## src/rtl/lfsr_bank.sv

```systemverilog
// ---------------------------------------------------------------------------
// lfsr_bank
//
// Multi-channel pseudo-random source for the neuron array. NCH independent
// XNOR Fibonacci LFSRs of DSIZE bits share one seed-programming port. Each
// channel runs a small two-state FSM:
//   WARM  : the LFSR free-runs every cycle (read strobes ignored) while a
//           counter loaded with WARMUP counts down; vld is low.
//   READY : vld is high and the LFSR advances only on its read strobe.
// A reset or a seed write restarts the channel in WARM (or directly in READY
// when WARMUP is 0), so freshly seeded values are decorrelated before use.
//
// The XNOR form has a single lock-up state, all ones. A seed write of all
// ones is rejected (the channel's reset seed is loaded instead and the sticky
// lockup flag is raised), and an advance from all ones reloads the reset seed
// and raises the same flag.
//
// Parameters
//   DSIZE       LFSR width, 3..32
//   NCH         number of channels, >= 1
//   SEED_BASE   reset seed of channel 0
//   SEED_STRIDE increment of the reset seed from one channel to the next
//   WARMUP      free-running advances after reset/seed before vld; 0 allowed
//
// Ports
//   clk_i        clock
//   reset_n_i    asynchronous active-low reset
//   rd_rand_i    per-channel consume/advance strobe (honoured in READY)
//   seed_wr_i    seed write strobe
//   seed_ch_i    target channel of the seed write (>= NCH: ignored)
//   seed_dat_i   seed value
//   lfsr_dat_o   channel c state at bits [c*DSIZE +: DSIZE]
//   lfsr_vld_o   channel c is in READY
//   lockup_o     sticky per channel: an all-ones state/seed was replaced
// ---------------------------------------------------------------------------
module lfsr_bank #(
    parameter int          DSIZE       = 16,
    parameter int          NCH         = 4,
    parameter int unsigned SEED_BASE   = 896,
    parameter int unsigned SEED_STRIDE = 1,
    parameter int          WARMUP      = 8
) (
    input  logic                                     clk_i,
    input  logic                                     reset_n_i,
    input  logic [NCH-1:0]                           rd_rand_i,
    input  logic                                     seed_wr_i,
    input  logic [((NCH > 1) ? $clog2(NCH) : 1)-1:0] seed_ch_i,
    input  logic [DSIZE-1:0]                         seed_dat_i,
    output logic [NCH*DSIZE-1:0]                     lfsr_dat_o,
    output logic [NCH-1:0]                           lfsr_vld_o,
    output logic [NCH-1:0]                           lockup_o
);

    localparam int CH_W  = (NCH > 1) ? $clog2(NCH) : 1;
    localparam int CNT_W = (WARMUP > 1) ? $clog2(WARMUP + 1) : 1;

    // Parameter legality is checked at elaboration time.
    if (DSIZE < 3 || DSIZE > 32) begin : g_bad_dsize
        $error("lfsr_bank: DSIZE must be in 3..32");
    end
    if (NCH < 1) begin : g_bad_nch
        $error("lfsr_bank: NCH must be at least 1");
    end
    if (WARMUP < 0) begin : g_bad_warmup
        $error("lfsr_bank: WARMUP must not be negative");
    end

    typedef enum logic {
        ST_WARM  = 1'b0,
        ST_READY = 1'b1
    } ch_state_e;

    localparam ch_state_e      ST_INIT  = (WARMUP == 0) ? ST_READY : ST_WARM;
    localparam logic [CNT_W-1:0] CNT_INIT = CNT_W'(WARMUP);

    // One-hot mask for a tap numbered 1..32 (tap 1 is the LSB).
    function automatic logic [31:0] tap_bit(input int n);
        return 32'(1) << (n - 1);
    endfunction

    // Maximal-length XNOR tap sets, one entry per supported width.
    function automatic logic [31:0] tap_table(input int width);
        logic [31:0] m;
        m = '0;
        case (width)
            3:       m = tap_bit(3)  | tap_bit(2);
            4:       m = tap_bit(4)  | tap_bit(3);
            5:       m = tap_bit(5)  | tap_bit(3);
            6:       m = tap_bit(6)  | tap_bit(5);
            7:       m = tap_bit(7)  | tap_bit(6);
            8:       m = tap_bit(8)  | tap_bit(6)  | tap_bit(5) | tap_bit(4);
            9:       m = tap_bit(9)  | tap_bit(5);
            10:      m = tap_bit(10) | tap_bit(7);
            11:      m = tap_bit(11) | tap_bit(9);
            12:      m = tap_bit(12) | tap_bit(6)  | tap_bit(4) | tap_bit(1);
            13:      m = tap_bit(13) | tap_bit(4)  | tap_bit(3) | tap_bit(1);
            14:      m = tap_bit(14) | tap_bit(5)  | tap_bit(3) | tap_bit(1);
            15:      m = tap_bit(15) | tap_bit(14);
            16:      m = tap_bit(16) | tap_bit(15) | tap_bit(13) | tap_bit(4);
            17:      m = tap_bit(17) | tap_bit(14);
            18:      m = tap_bit(18) | tap_bit(11);
            19:      m = tap_bit(19) | tap_bit(6)  | tap_bit(2) | tap_bit(1);
            20:      m = tap_bit(20) | tap_bit(17);
            21:      m = tap_bit(21) | tap_bit(19);
            22:      m = tap_bit(22) | tap_bit(21);
            23:      m = tap_bit(23) | tap_bit(18);
            24:      m = tap_bit(24) | tap_bit(23) | tap_bit(22) | tap_bit(17);
            25:      m = tap_bit(25) | tap_bit(22);
            26:      m = tap_bit(26) | tap_bit(6)  | tap_bit(2) | tap_bit(1);
            27:      m = tap_bit(27) | tap_bit(5)  | tap_bit(2) | tap_bit(1);
            28:      m = tap_bit(28) | tap_bit(25);
            29:      m = tap_bit(29) | tap_bit(27);
            30:      m = tap_bit(30) | tap_bit(6)  | tap_bit(4) | tap_bit(1);
            31:      m = tap_bit(31) | tap_bit(28);
            32:      m = tap_bit(32) | tap_bit(22) | tap_bit(2) | tap_bit(1);
            default: m = '0;
        endcase
        return m;
    endfunction

    localparam logic [DSIZE-1:0] TAPS = DSIZE'(tap_table(DSIZE));

    // One Fibonacci step: shift towards the MSB, XNOR of the taps enters at
    // bit 1.
    function automatic logic [DSIZE-1:0] lfsr_step(input logic [DSIZE-1:0] s);
        logic fb;
        fb = ~(^(s & TAPS));
        return {s[DSIZE-2:0], fb};
    endfunction

    // Reset seed of a channel, wrapped to DSIZE bits. All ones would lock the
    // XNOR register, so it is replaced by zero.
    function automatic logic [DSIZE-1:0] reset_seed(input int ch);
        logic [63:0]      sum;
        logic [DSIZE-1:0] seed;
        sum  = 64'(SEED_BASE) + 64'(ch) * 64'(SEED_STRIDE);
        seed = DSIZE'(sum);
        if (&seed) begin
            seed = '0;
        end
        return seed;
    endfunction

    for (genvar c = 0; c < NCH; c++) begin : g_ch
        localparam logic [DSIZE-1:0] RST_SEED = reset_seed(c);

        ch_state_e        state_q, state_d;
        logic [DSIZE-1:0] lfsr_q, lfsr_d;
        logic [CNT_W-1:0] cnt_q, cnt_d;
        logic             lock_q, lock_d;
        logic             seed_hit;
        logic             advance;

        // Out-of-range channel numbers never match, so such writes are dropped.
        assign seed_hit = seed_wr_i && (seed_ch_i == CH_W'(c));

        always_ff @(posedge clk_i or negedge reset_n_i) begin
            if (!reset_n_i) begin
                state_q <= ST_INIT;
                lfsr_q  <= RST_SEED;
                cnt_q   <= CNT_INIT;
                lock_q  <= 1'b0;
            end else begin
                state_q <= state_d;
                lfsr_q  <= lfsr_d;
                cnt_q   <= cnt_d;
                lock_q  <= lock_d;
            end
        end

        always_comb begin
            state_d = state_q;
            lfsr_d  = lfsr_q;
            cnt_d   = cnt_q;
            lock_d  = lock_q;
            advance = 1'b0;

            case (state_q)
                ST_WARM: begin
                    advance = 1'b1;
                    cnt_d   = cnt_q - CNT_W'(1);
                    // This cycle performs the last warm-up advance.
                    if (cnt_q <= CNT_W'(1)) begin
                        state_d = ST_READY;
                    end
                end
                ST_READY: begin
                    advance = rd_rand_i[c];
                end
                default: begin
                    state_d = ST_INIT;
                end
            endcase

            if (advance) begin
                if (&lfsr_q) begin
                    lfsr_d = RST_SEED;
                    lock_d = 1'b1;
                end else begin
                    lfsr_d = lfsr_step(lfsr_q);
                end
            end

            // A seed write overrides any advance on the same cycle.
            if (seed_hit) begin
                state_d = ST_INIT;
                cnt_d   = CNT_INIT;
                if (&seed_dat_i) begin
                    lfsr_d = RST_SEED;
                    lock_d = 1'b1;
                end else begin
                    lfsr_d = seed_dat_i;
                    lock_d = 1'b0;
                end
            end
        end

        assign lfsr_dat_o[c*DSIZE +: DSIZE] = lfsr_q;
        assign lfsr_vld_o[c]                = (state_q == ST_READY);
        assign lockup_o[c]                  = lock_q;
    end

endmodule

```

## config.mk

```make
export PLATFORM = sky130hd
export DESIGN_NAME = lfsr_bank
export DESIGN_NICKNAME = d
export VERILOG_FILES = /design/src/rtl/lfsr_bank.sv
export SDC_FILE = /design/constraint.sdc
export NUM_CORES = 1
export LEC_CHECK = 0
export CORE_UTILIZATION = 40
export CTS_CLUSTER_DIAMETER = 60
export CTS_CLUSTER_SIZE = 16
export DETAILED_ROUTE_END_ITERATION = 8
export GPL_TIMING_DRIVEN = 0
export HOLD_SLACK_MARGIN = 0.06
export MAX_ROUTING_LAYER = met4
export PLACE_DENSITY = 0.68
export SLEW_MARGIN = 5
export SYNTH_ARGS = -nofsm -noshare
export SYNTH_HDL_FRONTEND = slang
export SYNTH_SLANG_ARGS = --single-unit
```

## constraint.sdc

```tcl
create_clock -name clk_i -period 4.7 [get_ports clk_i]
set_input_delay 0.705 -clock clk_i [delete_from_list [all_inputs] [get_ports clk_i]]
set_output_delay 0.705 -clock clk_i [all_outputs]
set_load 0.02 [all_outputs]
```

==> After elaboration in Yosys (flattened, before gate mapping) <==
Cells that the tools add are included.
{ "op_classes": {"muxes": 53, "n_reduce_logical": 26, "order_cmp": 4, "n_eq_ne": 7, "add_sub_neg": 4, "n_bitwise": 8} }
{ "op_table": {"columns": ["operator", "count"], "rows": [
  ["$mux W16", 16],
  ["$reduce_and A16 Y1", 5],
  ["$reduce_xor A16 Y1", 4],
  ["$mux W4", 8],
  ["$mux W1", 25],
  ["$le A4 B1 Y1 const B", 4],
  ["$reduce_bool A2 Y1", 8],
  ["$sub A4 B1 Y4 const B", 4],
  ["$ne A2 B1 Y1 const B", 4],
  ["$not A1 Y1", 8],
  ["$pmux W1 S2", 4],
  ["$reduce_and A2 Y1", 4],
  ["$eq A2 B2 Y1 const B", 2],
  ["$logic_and A1 B1 Y1", 4],
  ["$eq A2 B1 Y1 const B", 1],
  ["$logic_not A2 Y1", 1]
]} }
{ "word_totals": {"word_cells": 118, "register_bits": 88, "input_bits": 25, "output_inout_bits": 72} }

==> Logic depth before layout (Yosys ltp) <==
Gate-level depths: netlist of run 1.
{ "depth": {"depth_word": 5, "depth_mapped": 7, "ltp_nobuf": 6} }

==> Worst setup path before layout of run 1 <==
OpenSTA, ideal clock, no wires.
{ "synth_path": {"path_kind": "input to register", "from": "input seed_dat_i[14]", "to": "register g_ch[0].lfsr_q[10]", "t_arrival_ps": 1989, "setup_slack_ps": 2585, "path_stages": 6, "setup_ps": 126, "path_buffers": 2, "t_required_ps": 4574, "cell_sequence": "nand4_1 -> or4_4 -> buf_6 -> buf_6 -> and3_1 -> a221o_1"} }
{ "synth_between": {"elab_chain_cells": 3} }
{ "synth_lines": {"columns": ["item", "line_no", "source"], "rows": [
  ["from (decl)", "48", "input logic [DSIZE-1:0] seed_dat_i,"],
  ["$reduce_and A16 Y1", "208", "if (&seed_dat_i) begin"],
  ["$mux W16", "208", null],
  ["$mux W16", "205", "if (seed_hit) begin"],
  ["to (signal assigned)", "165", "lfsr_q <= lfsr_d;"],
  ["to (decl)", "148", "logic [DSIZE-1:0] lfsr_q, lfsr_d;"]
]} }
No other way between the ends.
A chain may end at the register's enable or synchronous reset.

==> Worst setup path in the final report of run 1 <==
{ "layout_path": {"from": "input seed_dat_i[10]", "to": "register g_ch[3].lfsr_q[11]"} }
{ "layout_between": {"elab_chain_cells": 3} }
{ "layout_lines": {"columns": ["item", "line_no"], "rows": [
  ["$reduce_and A16 Y1", "208"],
  ["$mux W16", "208"],
  ["$mux W16", "205"],
  ["to (signal assigned)", "165"],
  ["to (decl)", "148"]
]} }
No other way between the ends.

==> impl_metrics.yaml, run 1 <==
global_routing:
  grt.total_usage: 0.232
  grt_pass1_vias: 3692
  grt_use_met3: 0.0389
  met1_usage: 0.316
  grt_max_degree: 48
  antenna_found_initial: 0
  grt_pass1_wl_mm: 19.6
  busiest_layer: "met2"
  overflow: 0
  met2_usage: 0.353
placed_design:
  place_congestion: 0.850
  hpwl_mm: 8.91
  port_buffers: 95
  placed_cell_area_um2: 5540
  dp_slack_ps: 1720
  placed_cells: 648
routing:
  wirelength_mm: 12.4
  dr.pass1.iters: 5
  route.antenna.remaining_nets: 0
  vias: 3854
  wl_per_cell_um: 18.7
  drc_errors: 0
  via_per_inst: 5.81
  drtIter0Drc: 248
finish:
  stdcell_count: 663
  drive_gt1_frac: 0.110
  fin_util: 0.547
  diodes: 0
  fin_nets: 560
  area_delta_synth_final_pct: 30.8
  final_area_um2: 5750
clocking:
  postCtsSetupBuffers: 0
  cts.repair.resized: 0
  h-tree-depth: 3
  tritoncts: "built"
  ctsLongestPathBuffers: 2
  cts.sinks: 88
  cts_root_buffer: "clkbuf_8"
  clkLatencyLatePin_ps: 360
  clk_pin_slew_ps: 90
  cts_made_buffers: 9
  hold_buffers: 0
logic_synthesis:
  ys_ff_latch: 88
  syn-num-nets: 453
  ys_warn_count: 0
  synth_cell_type_count: 38
  synth_area_um2: 4400
  yosysSeqAreaShare: 0.507
  postSynthCellCount: 416
  avgSynthCellArea_um2: 10.6
timing:
  clock.fmax_mhz: 382
  period_needed_ps: 2620
  setup_violations: 0
  fin_crit_sh: 0.557
  worst_pin_slew_ps: 650
  tns_ps: 0
  setup_slack_ps: 2080
  rsz0062_at_grt: "no"
  drv_slew: 0
  holdWs_ps: 337
  clock_skew_ps: 5.48
  hold_viol: 0
  slew_headroom: 0.565
die:
  start_util: 0.418
  pin_count: 97
  die_w_um: 107
  core_area_um2: 10500
  die_y_um: 107
  rows: 37
  die_area_um2: 11400
power:
  p_comb_frac: 0.478
  power_mw: 4.21
  powerDensity_nw_per_um2: 732
  peakVddDrop_mv: 0.346
  netSwitchingPower_mw: 1.67
  p_int_mw: 2.54
  cellLeakagePower_nw: 2.55
  pwr-share-seq: 0.387
  pwr-share-clk: 0.135
  swShare: 0.397
setup_path:
  end_kind: "register"
  crit_path_cell_trace: "clkdlybuf4s50_1 > nand4_1 > or4_4 > buf_6 > buf_6 > and3_1 > a221o_1"
  required_ps: 4940
  worstPathArrival_ps: 2860
  critPathMaxFanout: 10
  path_class: "in -> reg"
  path_delay_family: "buffers and inverters"
  crit_path_start_kind: "input port"
  cpMaxStageDelayCell: "clkdlybuf4s50_1"
  cp.buffers_inverters: 3
  path_common_cell: "buf_6"
  max_stage_delay_ps: 700
job:
  maxCapViolCount: 0
hold_path:
  hold_class: "in -> async"
outcome:
  outcome: "finished clean"
## synth_stat cells
cell type	count	area share
and2_1	1	0.0014
buf_6	5	0.013
ha_1	12	0.034
nand2b_1	4	0.0057
a31oi_1	4	0.0057
a222oi_1	2	0.0046
or2_2	1	0.0014
nor2b_1	5	0.0071
a211oi_1	5	0.0085
xnor2_1	14	0.028
nor2_1	41	0.035
clkbuf_2	1	0.0011
nor3b_1	1	0.0017
a221oi_1	3	0.0060
nor3_1	14	0.016
and3b_1	1	0.0020
a21oi_1	9	0.010
nand3_1	5	0.0057
nor4_1	8	0.011
xor2_1	6	0.012
buf_2	3	0.0034
nand3b_1	1	0.0017
nor3b_2	1	0.0028
a221o_1	48	0.11
dfstp_2	20	0.12
inv_1	19	0.016
and2_4	1	0.0020
or3b_2	1	0.0020
o21ai_0	3	0.0034
and3_1	47	0.067
or4_4	1	0.0026
dfrtp_1	68	0.39
clkbuf_1	16	0.014
mux2i_1	2	0.0046
nand2_1	16	0.014
buf_4	8	0.014
o22ai_1	3	0.0043
nand4_1	16	0.023
## metal layers
layer	wire length [um]	vias to the layer above
met5	0	-
met4	289	0
met3	867	26
met2	5790	173
met1	5450	1890
li1	-	1765
## flip-flops by register name, indices dropped and copies added (netlist names)
register and count:
g_ch.lfsr_q 64, g_ch.cnt_q 16, g_ch.lock_q 4, g_ch.state_q 4
## layout make-up
cell class | count | area (um^2)
Buffer | 33 | 196
Clock buffer | 10 | 128
Clock inverter | 5 | 81.3
Fill cell | 946 | 4760
Inverter | 19 | 71.3
Multi-Input combinational cell | 276 | 1900
Sequential cell | 88 | 2230
Tap cell | 136 | 170
Timing Repair Buffer | 96 | 976
## power groups by stage
stage / clock network, mW / logic, mW / registers [mW]
detailed placement: 0 / 2.02 / 1.63
floorplan: 0 / 0.887 / 1.86
CTS: 0.572 / 2.03 / 1.62
global placement: 0 / 1.97 / 1.62
finish: 0.569 / 2.01 / 1.63
global route: 0.605 / 2.18 / 1.69
## cells in the final DEF (no fill, tap or decap), types with 2 or more instances in the layout
master           Yosys  final
o22ai_1              3      3
a21oi_1              9      9
xor2_1               6      6
xnor2_1             14     14
nand2b_1             4      4
nand2_1             16     16
a221oi_1             3      3
o21ai_0              3      3
nor3_1              14     14
nor4_1               8      8
dfrtp_1             68     68
a211oi_1             5      5
a222oi_1             2      2
a221o_1             48     48
nand4_1             16     16
buf_2                3      3
clkbuf_8             0      9
nor2b_1              5      5
buf_6                5      5
nor2_1              41     41
dfstp_2             20     20
bufinv_16            0      2
clkdlybuf4s50_1      0     94
nand3_1              5      5
ha_1                12     12
and3_1              47     47
buf_4                8      9
inv_1               19     19
a31oi_1              4      4
mux2i_1              2      2
clkbuf_1            16     17
## cells by family after synthesis
group	Yosys count	synth area share
flip-flops	88	0.507
adder cells (fa/ha/maj)	12	0.0342
AO/OA/AOI/OAI	77	0.152
AND/OR/NAND/NOR	165	0.202
buffers and inverters	52	0.0609
multiplexers	2	0.00455
XOR/XNOR	20	0.0399
## final timing paths
kind | from | end | slack [ps] | cells past startpoint
setup / recovery | seed_dat_i[10] | g_ch[3].lfsr_q[11] | 2080 | 7
hold / removal | reset_n_i | g_ch[0].lfsr_q[13] | 340 | 1
setup reg to reg | g_ch[2].state_q | g_ch[2].lfsr_q[12] | 2650 | 6
hold reg to reg | g_ch[3].lfsr_q[7] | g_ch[3].lfsr_q[8] | 500 | 2
max in group asynchronous | reset_n_i | g_ch[3].lfsr_q[9] | 3700 | 2
min in group clk_i | g_ch[3].lfsr_q[7] | g_ch[3].lfsr_q[8] | 500 | 2
No activity file was read; power rests on OpenSTA's default activity.
==> inputs of run 2 (changes only) <==
==> constraint.sdc (replaced) <==
create_clock -name clk_i -period 2.5 [get_ports clk_i]
set_input_delay 0.375 -clock clk_i [delete_from_list [all_inputs] [get_ports clk_i]]
set_output_delay 0.375 -clock clk_i [all_outputs]
set_load 0.02 [all_outputs]
==> impl_metrics.yaml, run 2 (synthesis results as in run 1) <==
setup_path:
  critPathMaxFanout: 10
  end_kind: "register"
  crit_path_start_kind: "input port"
  required_ps: 2740
  path_class: "in -> reg"
  worstPathArrival_ps: 2550
finish:
  regMostFlops: "g_ch.lfsr_q"
  reg_top3: "g_ch.lfsr_q (64), g_ch.cnt_q (16)"
  fillers: 943
  largest_reg_flops: 64
  fin_nets: 561
  area_delta_synth_final_pct: 31.1
  drive_gt1_frac: 0.110
  diodes: 0
  final_cell_mix: "clkdlybuf4s50_1, dfrtp_1, a221o_1, and3_1, nor2_1"
  layout_commonest_cell: "clkdlybuf4s50_1"
hold_path:
  hold_class: "in -> reg"
timing:
  hold_viol: 0
  worst_pin_slew_ps: 674
  clock.fmax_mhz: 433
  clock_skew_ps: 7.18
  drv_slew: 0
  rsz0062_at_grt: "no"
  tns_ps: 0
  slew_headroom: 0.547
  setup_slack_ps: 190
  period_needed_ps: 2310
  setup_violations: 0
  fin_crit_sh: 0.924
die:
  core_area_um2: 10500
  die_w_um: 107
  die_area_um2: 11400
  die_y_um: 107
  rows: 37
  start_util: 0.418
  pin_count: 97
routing:
  drc_errors: 0
  via_per_inst: 5.84
  wl_per_cell_um: 18.7
  drtIter0Drc: 241
  dr.pass1.iters: 5
  wirelength_mm: 12.4
  vias: 3879
  route.antenna.remaining_nets: 0
clocking:
  clk_pin_slew_ps: 80
  cts.repair.resized: 0
  h-tree-depth: 3
  ctsLongestPathBuffers: 2
  cts.sinks: 88
  cts_root_buffer: "clkbuf_8"
  clkLatencyLatePin_ps: 360
  tritoncts: "built"
  cts_made_buffers: 9
global_routing:
  overflow: 0
  grt.total_usage: 0.232
  antenna_found_initial: 0
  grt_pass1_vias: 3692
  grt_max_degree: 48
  grt_pass1_wl_mm: 19.6
outcome:
  outcome: "finished clean"
job:
  maxCapViolCount: 0
placed_design:
  dp_slack_ps: -145
  place_congestion: 0.850
  port_buffers: 95
  hpwl_mm: 8.91
power:
  powerDensity_nw_per_um2: 1370
  peakVddDrop_mv: 0.651
  cellLeakagePower_nw: 2.55
==> run 2: per-layer routing <==
layer / wire [um] / vias to the layer above / track usage
met2: 5790 / 160 / 0.353
met4: 279 / 0 / 0.0763
met1: 5470 / 1927 / 0.316
met3: 892 / 22 / 0.0389
met5: 0 / - / -
li1: - / 1770 / -
==> run 2: stage by stage <==
step	instances	hold slack (ps)	power [mW]	util	instance area, um^2
after floorplan	416	79.4	5.16	-	4400
after global placement	647	474	6.76	0.525	5520
after global routing	664	463	8.41	0.548	5760
after detailed placement	648	408	6.86	0.527	5540
after CTS	664	428	7.94	0.548	5760
final	664	436	7.92	0.548	5760
==> run 2: power by group <==
group	internal (mW)	leakage [nW]	switching [mW]
clock	0.560	0.103	0.511
sequential	2.24	1.04	0.820
combinational	1.96	1.41	1.82
==> run 2: timing repair <==
item,in CTS,in global routing
hold buffers,1,0
endpoints found under the hold margin,34,0
setup buffers,0,0
setup endpoints to repair,0,0
==> run 2: critical path, stage by stage <==
cell,delay (ps)
clkdlybuf4s50_1,650
nand2_1,120
nor2_1,520
nor3_1,230
clkbuf_1,290
a221o_1,360
==> run 2: path summary, 6_finish.rpt <==
kind                       cells after the start         startpoint  slack (ps)            endpoint
max in group asynchronous                      3          reset_n_i        1280   g_ch[1].lfsr_q[9]
setup / recovery                               6          seed_wr_i         190  g_ch[1].lfsr_q[11]
min in group asynchronous                      2          reset_n_i         550  g_ch[0].lfsr_q[14]
setup reg to reg                               6    g_ch[2].state_q         440  g_ch[2].lfsr_q[12]
hold reg to reg                                2  g_ch[3].lfsr_q[7]         500   g_ch[3].lfsr_q[8]
hold / removal                                 3       seed_ch_i[1]         440    g_ch[0].cnt_q[3]
==> run 2: cell type report <==
type | count | area (um^2) | area share
Buffer | 33 | 196 | 0.0341
Clock buffer | 10 | 128 | 0.0222
Clock inverter | 5 | 81.3 | 0.0141
Inverter | 19 | 71.3 | 0.0124
Multi-Input combinational cell | 276 | 1900 | 0.330
Sequential cell | 88 | 2230 | 0.387
Tap cell | 136 | 170 | 0.0295
Timing Repair Buffer | 97 | 986 | 0.171
